`src/rtl/bit_timing_logic.sv`:
```
// CAN bit timing engine: prescaler, SYNC/TSEG1/TSEG2 sequencing, hard sync and
// SJW-limited resynchronisation; emits registered sample and transmit strobes.
module bit_timing_logic #(
    parameter int BRP_W   = 6,
    parameter int TSEG1_W = 4,
    parameter int TSEG2_W = 3,
    parameter int SJW_W   = 2
) (
    input  logic               clock,
    input  logic               reset_n,
    input  logic               enable,
    input  logic [BRP_W-1:0]   brp,
    input  logic [TSEG1_W-1:0] tseg1,
    input  logic [TSEG2_W-1:0] tseg2,
    input  logic [SJW_W-1:0]   sjw,
    input  logic               signal_in,
    input  logic               falling_edge,
    input  logic               hard_sync_request,
    output logic               sample_point,
    output logic               sampled_bit,
    output logic               tx_point,
    output logic [1:0]         seg_state
);

    localparam int CNT_W = TSEG1_W + 1;

    typedef enum logic [1:0] {
        IDLE  = 2'b00,
        SYNC  = 2'b01,
        TSEG1 = 2'b10,
        TSEG2 = 2'b11
    } seg_t;

    seg_t             state, state_n;
    logic [BRP_W-1:0] presc, presc_n;
    logic [CNT_W-1:0] tq_cnt, tq_cnt_n;
    logic [SJW_W-1:0] lengthen, lengthen_n;
    logic [SJW_W-1:0] shorten, shorten_n;
    logic             resync_done, resync_done_n;
    logic             sample_n, tx_n, sampled_n;
    logic             tq_tick, resync, go_sync;
    logic [CNT_W-1:0] t1_eff, t2_eff, err1, err2, sjw_ext;

    assign seg_state = state;
    assign tq_tick   = (presc == brp);
    assign sjw_ext   = CNT_W'(sjw);
    assign err1      = tq_cnt + CNT_W'(1);
    assign err2      = CNT_W'(tseg2) - tq_cnt;
    assign t2_eff    = CNT_W'(tseg2) - CNT_W'(shorten);
    assign resync    = falling_edge && !hard_sync_request && !resync_done && sampled_bit;

    always_comb begin
        state_n       = state;
        presc_n       = tq_tick ? '0 : presc + BRP_W'(1);
        tq_cnt_n      = tq_tick ? tq_cnt + CNT_W'(1) : tq_cnt;
        lengthen_n    = lengthen;
        shorten_n     = shorten;
        resync_done_n = resync_done;
        sample_n      = 1'b0;
        tx_n          = 1'b0;
        sampled_n     = sampled_bit;
        go_sync       = 1'b0;
        t1_eff        = CNT_W'(tseg1) + CNT_W'(lengthen);

        case (state)
            IDLE: begin
                state_n       = SYNC;
                tx_n          = 1'b1;
                presc_n       = '0;
                tq_cnt_n      = '0;
                lengthen_n    = '0;
                shorten_n     = '0;
                resync_done_n = 1'b0;
            end
            SYNC: begin
                if (resync)
                    resync_done_n = 1'b1;
                if (tq_tick) begin
                    state_n       = TSEG1;
                    tq_cnt_n      = '0;
                    resync_done_n = 1'b0;
                end
            end
            TSEG1: begin
                if (resync) begin
                    resync_done_n = 1'b1;
                    lengthen_n    = (err1 < sjw_ext) ? SJW_W'(err1) : sjw;
                end
                // End test uses the freshly lengthened segment so a same-clock edge extends it.
                t1_eff = CNT_W'(tseg1) + CNT_W'(lengthen_n);
                if (tq_tick && (tq_cnt == t1_eff - CNT_W'(1))) begin
                    state_n   = TSEG2;
                    tq_cnt_n  = '0;
                    sample_n  = 1'b1;
                    sampled_n = signal_in;
                end
            end
            TSEG2: begin
                if (resync) begin
                    resync_done_n = 1'b1;
                    if (err2 <= sjw_ext)
                        go_sync = 1'b1;
                    else
                        shorten_n = sjw;
                end
                // Compare with >= so a shortened phase never runs past its end.
                if (tq_tick && (tq_cnt + CNT_W'(1) >= t2_eff))
                    go_sync = 1'b1;
            end
            default: ;
        endcase

        if (go_sync || (hard_sync_request && state != IDLE)) begin
            state_n    = SYNC;
            presc_n    = '0;
            tq_cnt_n   = '0;
            lengthen_n = '0;
            shorten_n  = '0;
            tx_n       = 1'b1;
            sample_n   = 1'b0;
            sampled_n  = sampled_bit;
        end
    end

    always_ff @(posedge clock or negedge reset_n) begin
        if (!reset_n) begin
            state        <= IDLE;
            presc        <= '0;
            tq_cnt       <= '0;
            lengthen     <= '0;
            shorten      <= '0;
            resync_done  <= 1'b0;
            sample_point <= 1'b0;
            tx_point     <= 1'b0;
            sampled_bit  <= 1'b1;
        end else if (!enable) begin
            state        <= IDLE;
            presc        <= '0;
            tq_cnt       <= '0;
            lengthen     <= '0;
            shorten      <= '0;
            resync_done  <= 1'b0;
            sample_point <= 1'b0;
            tx_point     <= 1'b0;
            sampled_bit  <= 1'b1;
        end else begin
            state        <= state_n;
            presc        <= presc_n;
            tq_cnt       <= tq_cnt_n;
            lengthen     <= lengthen_n;
            shorten      <= shorten_n;
            resync_done  <= resync_done_n;
            sample_point <= sample_n;
            tx_point     <= tx_n;
            sampled_bit  <= sampled_n;
        end
    end

endmodule

```
`config.mk`:
```
export PLATFORM = sky130hd
export DESIGN_NAME = bit_timing_logic
export DESIGN_NICKNAME = d
export VERILOG_FILES = /design/src/rtl/bit_timing_logic.sv
export SDC_FILE = /design/constraint.sdc
export NUM_CORES = 1
export LEC_CHECK = 0
export CAP_MARGIN = 20
export CORE_ASPECT_RATIO = 0.75
export CORE_MARGIN = 2
export CORE_UTILIZATION = 35
export CTS_CLUSTER_DIAMETER = 30
export DETAILED_ROUTE_END_ITERATION = 8
export HOLD_SLACK_MARGIN = 0.15
export PLACE_DENSITY = 0.56
export SYNTH_ARGS = -nofsm -noshare
export SYNTH_HDL_FRONTEND = slang
export SYNTH_SLANG_ARGS = --single-unit
```
`constraint.sdc`:
```
create_clock -name clock -period 7.8 [get_ports clock]
set_input_delay 2.34 -clock clock [delete_from_list [all_inputs] [get_ports clock]]
set_output_delay 2.34 -clock clock [all_outputs]
set_load 0.02 [all_outputs]
```
* Word-level counts from Yosys, hierarchy flattened
Cells that the tools add are included.
Storage, ports and cells: register bits after elaboration 21, input bits 21, output and inout port bits 5, word-level logic and storage cells 93
Cells by class: add/subtract/negate cells 6, magnitude comparators 3, equal/unequal tests 15, muxes and demuxes 45, reduce and logical (&&, ||, !) cells 15
Operators with widths (number):
- 2-bit two-way mux | 13
- 5-bit two-way mux | 5
- 6-bit two-way mux | 4
- 1-bit two-way mux | 18
- 4-bit != test (second input constant) | 4
- 5-bit one-hot mux with 3 select lines | 1
- 3-bit AND reduction | 3
- 4-bit by 1-bit != test with 1-bit output (second input constant) | 2
- 2-bit one-hot mux with 2 select lines | 2
- 6-bit by 1-bit adder with 6-bit output (second input constant) | 1
- 6-bit == test | 1
- 1-bit logical AND | 6
- 2-bit one-hot mux with 3 select lines | 1
- 4-bit by 2-bit adder with 5-bit output | 1
- 5-bit by 1-bit adder with 5-bit output (second input constant) | 1
- 5-bit == test | 1
- 5-bit >= comparator | 1
- 5-bit by 2-bit less-or-equal comparator with 1-bit output | 1
- 5-bit by 2-bit < comparator with 1-bit output | 1
- 5-bit by 1-bit != test with 1-bit output (second input constant) | 1
- 3-bit by 5-bit subtractor with 5-bit output | 1
- 5-bit by 1-bit subtractor with 5-bit output (second input constant) | 1
- 2-bit == test (second input constant) | 2
- 2-bit by 1-bit != test with 1-bit output (second input constant) | 2
- other kinds (9) | 10

* Depth between registers and ports, before layout
Gate-level depths: netlist of the first run.
word-level depth 14, mapped depth 16, mapped depth without buffers 16

* Least setup slack after synthesis of the first run
Ideal clock, no wire load.
path kind input -> register, start point input port sjw[1], end point register state[0] (netlist: seg_state[0]), library setup time 0.119 ns, arrival 5.700 ns, required time 7.681 ns, path slack 1.982 ns, stages 15, buffers on the path 0, cell sequence inv_1 -> ha_1 -> a221o_1 -> mux2_4 -> mux2i_4 -> ha_1 -> inv_1 -> ha_1 -> fa_1 -> xor2_1 -> nor4_1 -> o2111ai_1 -> and2_1 -> o32a_1 -> o21a_1
Between the ends: longest elaborated chain between the ends 10, elaborated cells on any way between the ends 20, those cells by class 2 x add/sub; 2 x order compare; 4 x eq/ne; 9 x mux; 3 x reduce/logical
RTL lines:
- start, declared | RTL line 15 | input logic [SJW_W-1:0] sjw,
- 5-bit by 2-bit < comparator with 1-bit output | RTL line 87 | lengthen_n = (err1 < sjw_ext) ? SJW_W'(err1) : sjw;
- 2-bit two-way mux | RTL line 87
- 2-bit two-way mux | RTL line 85 | if (resync) begin
- 2-bit two-way mux | RTL line 65 | case (state)
- 4-bit by 2-bit adder with 5-bit output | RTL line 90 | t1_eff = CNT_W'(tseg1) + CNT_W'(lengthen_n);
- 5-bit by 1-bit subtractor with 5-bit output | RTL line 91 | if (tq_tick && (tq_cnt == t1_eff - CNT_W'(1))) begin
- 5-bit == test | RTL line 91
- 1-bit logical AND | RTL line 91
- 4-bit != test (no source line)
- 3-bit AND reduction (no source line)
- end signal, assigned | RTL line 147 | state <= state_n;
- end, declared | RTL line 34 | seg_t state, state_n;
Parallel ways exist; a longest one is shown, timed or not. The select of a mux whose other input is x is not followed. A chain may end at the register's enable or synchronous reset.

* Worst setup path in the final report of the first run
Ends and elaborated chain as after synthesis.

==> flow_summary.yaml, run 1 <==
worst_setup_path:
  crit_slowest_cell: "clkdlybuf4s50_1"
  required_ps: 7960
  critPathMostFrequentCell: "ha_1"
  start_kind: "primary input"
  rrSetupSlack_ps: 2800
  worstPathMaxFanout: 6
  worstPathCellList: "clkdlybuf4s50_1, inv_1, ha_1, a221o_1, mux2_4, mux2i_4, ha_1, inv_1, ha_1, fa_1, xor2_1, nor4_1, o2111ai_1, and2_1, o32a_1, o21a_1"
  critical_path_arrival_ps: 6580
  critical_path_class: "in2reg"
  end_kind: "flip-flop"
  slowest_delay_ps: 500
clock_tree:
  clock_latency_ps: 270
  clock_path_buffers: 2
  clkTransAtPathRegs_ps: 80
  post-cts-setup-buffers: 0
  cts_buffers: 3
  cts_resized: 0
  h-tree-depth: 1
  cts.sinks: 21
  cts_hold_buffers: 0
  cts-root-buf: "clkbuf_8"
  tritoncts: "built"
yosys:
  synth_most_common_cell: "ha_1"
  synth-edff-count: 0
  async_flop_share_pct: 100.0
  syn_avg_cell_area_um2: 9.130
  synth.yosys.seq_area_share_pct: 27.61
  ys.flop_type: "dfrtp_1"
  synth_cells: 209
  synth_top_area_share_pct: 26.23
  synthesis.nets: 259
  yosys_warnings: 0
  ys_seq_elements: 21
  synth_area_um2: 1908
  netlist_top_cells_area: "dfrtp_1, ha_1, xor2_1"
  synthTopCellsByCount: "ha_1, nor2_1, inv_1, dfrtp_1, nand2_1"
  yosysTopAreaCell: "dfrtp_1"
  ys_types: 48
routing:
  drc_errors: 0
  viasPerCell: 4.916
  wirelength_mm: 4.150
  vias: 1529
  ant_nets: 0
  dr.pass1.iters: 4
  wl_per_cell_um: 13.34
  first_iter_violations: 84
worst_hold_path:
  hold_path.class: "reg2reg"
cells_and_area:
  synthToLayoutAreaGrowth_pct: 20.79
  layout.area.seq_um2: 526.8
  nets: 287
  nFillCells: 552
  antennaDiodeCount: 0
  drive_gt1_share_pct: 4.237
  multiInputGateArea_um2: 1282
flow_run:
  maxCapViolCount: 0
floorplanning:
  rows: 23
  die_w_um: 89.26
  dieArea_um2: 6064
  fp.dieH_um: 67.95
  core_area_um2: 5295
  initial_core_util_pct: 36.03
  io_pins: 26
placement:
  port_buffers: 25
  post-dp-hpwl_mm: 3.350
  gp_congestion: 0.7801
  pre_cts_ws_ps: 1129
sta:
  rsz0062_at_grt: "no"
  setup_viol: 0
  post-route-period-util_pct: 82.31
  slew_violations: 0
  hold_violations: 0
  setup_tns_ps: 0
  clock_skew_ps: 2.460
  max-slew-margin-rel_pct: 65.41
  min_period_ps: 6420
  setup_ws_ps: 1380
  max_freq_ghz: 0.1558
  max_slew.worst_pin.slew_ps: 514.0
global_routing:
  track_usage_pct: 14.70
  overflow: 0
  grt_pass1_wl_mm: 6.865
  grt_max_degree: 22
  grt_pass1_vias: 1394
  antenna_found_initial: 0
power:
  power_density_nw_per_um2: 158.6
  vdd_ir_drop_max_uv: 77.92
  p_leak_nw: 1.004
run_status:
  status: "complete, no violations"
-- layout make-up --
cell class                 count  area share (%)
timing repair buffer          26           12.05
multi-input combinational    164           55.65
inverter                      21           3.420
sequential                    21           22.86
clock buffer                   4           1.954
tap                           75           4.072
-- metrics by stage --
| stage | power, mW | area [µm²] | utilization (%) | hold slack [ps] | std cells |
|---|---|---|---|---|---|
| after global routing | 0.3910 | 2305 | 43.53 | 554.1 | 311 |
| after global placement | 0.2914 | 2232 | 42.16 | 497.4 | 306 |
| after detailed placement | 0.2910 | 2232 | 42.16 | 499.6 | 306 |
| after floorplan | 0.2370 | 1908 | - | 471.9 | 209 |
| after CTS | 0.3665 | 2277 | 43.01 | 516.7 | 310 |
| final | 0.3656 | 2305 | 43.53 | 511.1 | 311 |
-- worst paths after layout --
| path | startpoint | end | cells after the start |
|---|---|---|---|
| setup reg to reg | tq_cnt[0]$_DFF_PN0_ | seg_state[0]$_DFFE_PN0P_ | 16 |
| setup / recovery | sjw[1] | seg_state[0]$_DFFE_PN0P_ | 16 |
| max in group asynchronous | reset_n | sampled_bit$_DFFE_PN1P_ | 2 |
| hold / removal | presc[0]$_DFF_PN0_ | presc[0]$_DFF_PN0_ | 1 |
| min in group asynchronous | reset_n | presc[4]$_DFF_PN0_ | 1 |
| hold reg to reg | presc[0]$_DFF_PN0_ | presc[0]$_DFF_PN0_ | 1 |
-- registers in the layout, summed over array words and instances, names as in the netlist --
| name | flops |
|---|---|
| lengthen | 2 |
| presc | 6 |
| resync_done | 1 |
| sample_point | 1 |
| sampled_bit | 1 |
| seg_state | 2 |
| shorten | 2 |
| tq_cnt | 5 |
| tx_point | 1 |
-- cell families after synthesis --
group | Yosys count | share of synthesized area [%]
fa+ha+maj | 29 | 20.20
compound gates | 31 | 11.80
buf+inv | 24 | 5.180
flops | 21 | 27.61
mux | 6 | 4.065
xor+xnor | 23 | 11.34
simple gates | 75 | 19.80
-- layout by cell type (no fill, tap or decap), types with 2 or more instances in the layout --
master | netlist | final
a21oi_1 | 7 | 7
a31oi_1 | 3 | 3
and2_1 | 4 | 4
clkbuf_8 | 0 | 3
clkdlybuf4s50_1 | 0 | 25
dfrtp_1 | 20 | 20
fa_1 | 3 | 3
ha_1 | 26 | 26
inv_1 | 21 | 21
mux2i_1 | 4 | 4
nand2_1 | 15 | 15
nand2b_1 | 3 | 3
nand3_1 | 9 | 9
nand4_1 | 4 | 4
nor2_1 | 24 | 24
nor2b_1 | 5 | 5
nor3_1 | 2 | 2
nor4_1 | 2 | 2
o2111ai_1 | 2 | 2
o21ai_0 | 2 | 2
o32ai_1 | 4 | 4
xnor2_1 | 9 | 9
xor2_1 | 13 | 13
-- layer usage --
layer | part of all wire [%] | track usage (%) | vias to the layer above
met5 | 0 | 0 | -
met4 | 0.19 | 1.119 | 0
met3 | 5.1 | 3.498 | 2
met2 | 38 | 20.09 | 34
met1 | 57 | 23.87 | 707
li1 | - | - | 786
-- worst max-delay path, delay by kind of cell --
kind,cells,cell delay [ps]
adders and majority gates,4,1200
buffers and inverters,3,630
AOI/OAI and AO/OA,4,1150
and+or+nand+nor,2,580
muxes,2,490
xor gates and xnor gates,1,170
-- report_power, final --
group,switching [mW],internal (mW),total (mW)
Combinational,0.0890,0.0737,0.163
Clock,0.0380,0.0365,0.0745
Sequential,0.0116,0.117,0.128
Total,0.139,0.227,0.366
Power figures use the tool's default switching activity.
==> run 2: changes to the inputs <==
--- a/config.mk
+++ b/config.mk
@@ -12,7 +12,7 @@
 export CTS_CLUSTER_DIAMETER = 30
 export DETAILED_ROUTE_END_ITERATION = 8
 export HOLD_SLACK_MARGIN = 0.15
-export PLACE_DENSITY = 0.56
+export PLACE_DENSITY = 0.58
 export SYNTH_ARGS = -nofsm -noshare
 export SYNTH_HDL_FRONTEND = slang
 export SYNTH_SLANG_ARGS = --single-unit
==> constraint.sdc (replaced) <==
create_clock -name clock -period 5.6 [get_ports clock]
set_input_delay 1.68 -clock clock [delete_from_list [all_inputs] [get_ports clock]]
set_output_delay 1.68 -clock clock [all_outputs]
set_load 0.02 [all_outputs]
==> run 2 against run 1 <==
Net effect: hold slack improved by 2.0 ps; core utilization grew 1.3 points; cell area rose by 3.0%; clock skew down 1.1 ps; non-clock buffer count up 9; first-iteration DRC count fell by 2.4%; die area stayed put; count of clock-buffer cells in the layout stayed put; via count grew 3.0%; critical path depth unchanged; critical path type unchanged; largest power group unchanged.
==> flow_summary.yaml, run 2 (synthesized netlist as in run 1, its figures left out) <==
cells_and_area:
  largest_reg_flops: 6
  reg.largest.list: "presc: 6 flops, tq_cnt: 5 flops"
  regMostFlops: "presc"
  final_cell_mix: "ha_1, clkdlybuf4s50_1, nor2_1, inv_1, dfrtp_1"
  synthToLayoutAreaGrowth_pct: 24.46
  antennaDiodeCount: 0
  stdcell_count: 320
  final_util_pct: 44.85
  stdcell_area_um2: 2375
  layout_commonest_cell: "ha_1"
  drive_gt1_share_pct: 8.980
  nets: 296
routing:
  vias: 1575
  ant_nets: 0
  wirelength_mm: 4.374
  viasPerCell: 4.922
  dr.pass1.iters: 4
  drc_errors: 0
  wl_per_cell_um: 13.67
  first_iter_violations: 82
global_routing:
  grt_max_degree: 22
  grt_pass1_wl_mm: 7.320
  antenna_found_initial: 0
  overflow: 0
  track_usage_pct: 15.66
  grt_pass1_vias: 1546
worst_setup_path:
  worstPathCellList: "clkdlybuf4s50_1, inv_1, ha_1, a221o_1, mux2_4, mux2i_4, ha_1, inv_1, ha_1, fa_1, xor3_1, nor4_2, o2111ai_2, and2_4, o32a_1, o21a_1"
  critPathMostFrequentCell: "ha_1"
  cp.buffers_inverters: 3
  critical_path_arrival_ps: 5570
  worstPathMaxFanout: 3
  end_kind: "flip-flop"
  critical_path_class: "in2reg"
  worstSetupStartpoint: "sjw[1]"
  required_ps: 5760
  critPathTopFamily: "adder cells"
  crit_slowest_cell: "clkdlybuf4s50_1"
  worst_r2r_startpoint: "tq_cnt[1]$_DFF_PN0_"
  slowest_delay_ps: 480
  start_kind: "primary input"
power:
  clock_power_share_pct: 19.9
  power_mw: 0.5206
  p_seq_share_pct: 34.2
  power.switching_mw: 0.1944
  p_int_mw: 0.3262
  combPwrFrac_pct: 45.9
  p_sw_share_pct: 37.34
  p_leak_nw: 1.044
  vdd_ir_drop_max_uv: 111.4
  power_density_nw_per_um2: 219.2
sta:
  rsz0062_at_grt: "no"
  setup_ws_ps: 184.2
  hold_violations: 0
  max_freq_ghz: 0.1846
  setup_viol: 0
  max-slew-margin-rel_pct: 51.76
  slew_violations: 0
  max_slew.worst_pin.slew_ps: 716.9
  min_period_ps: 5416
  post-route-period-util_pct: 96.71
  clock_skew_ps: 1.376
placement:
  post-dp-hpwl_mm: 3.507
  postPlaceCellArea_um2: 2300
  port_buffers: 25
  dpl.cell_count: 315
  pre_cts_ws_ps: -198.5
  gp_congestion: 0.8015
clock_tree:
  h-tree-depth: 1
  clock_latency_ps: 260
  tritoncts: "built"
  cts.sinks: 21
  cts-root-buf: "clkbuf_8"
  clock_path_buffers: 2
  clkTransAtPathRegs_ps: 80
  post-cts-setup-buffers: 0
  cts_buffers: 3
run_status:
  status: "complete, no violations"
floorplanning:
  rows: 23
  fp.dieH_um: 67.95
  dieArea_um2: 6064
  io_pins: 26
  core_area_um2: 5295
  die_w_um: 89.26
  initial_core_util_pct: 36.03
flow_run:
  maxCapViolCount: 0
worst_hold_path:
  hold_path.class: "reg2reg"
  hold_start: "presc[0]$_DFF_PN0_"
-- run 2: cell types whose count changed in the layout (fill, tap and decap cells not counted), sizes merged --
cell	delta
buf	+9
-- run 2: worst paths after layout --
kind / to / slack (ps) / cells after the start
setup / recovery: seg_state[0]$_DFFE_PN0P_ / 180 / 16
hold / removal: presc[0]$_DFF_PN0_ / 510 / 1
setup reg to reg: seg_state[0]$_DFFE_PN0P_ / 1060 / 16
hold reg to reg: presc[0]$_DFF_PN0_ / 510 / 1
max in group asynchronous: sampled_bit$_DFFE_PN1P_ / 3320 / 2
min in group asynchronous: presc[1]$_DFF_PN0_ / 1740 / 1
-- run 2: repair_timing --
item,in CTS,in global routing
gates resized for setup,0,3
setup endpoints to repair,0,7
hold buffers,0,0
-- run 2: layout make-up --
class                           instances  area, µm²
Tap cell                               75      93.84
Multi-Input combinational cell        164       1297
Sequential cell                        21      526.8
Inverter                               21      78.83
Timing Repair Buffer                   35      332.8
Clock buffer                            4      45.04
Fill cell                             544       2920
-- run 2: power by group through the flow --
stage | clock network (mW) | logic [mW] | registers (mW)
floorplan | 0 | 0.141 | 0.189
global placement | 0 | 0.231 | 0.181
detailed placement | 0 | 0.231 | 0.181
CTS | 0.105 | 0.232 | 0.178
global route | 0.113 | 0.268 | 0.180
finish | 0.104 | 0.239 | 0.178
-- run 2: stage by stage --
stage | hold WS (ps) | TNS [ps]
after global placement | 508.7 | -80.84
final | 513.1 | 0
after detailed placement | 511.4 | -547.9
after CTS | 522.8 | 0
after global routing | 541.1 | 0
after floorplan | 471.9 | 0
-- run 2: layer usage --
metal	global-route usage [%]	share of wire (%)	wire [µm]	vias up
met4	2.612	1.1	46	0
met3	3.257	4.1	180	4
met2	22.96	40	1745	33
met5	0	0	0	-
met1	23.86	55	2402	733
li1	-	-	-	805
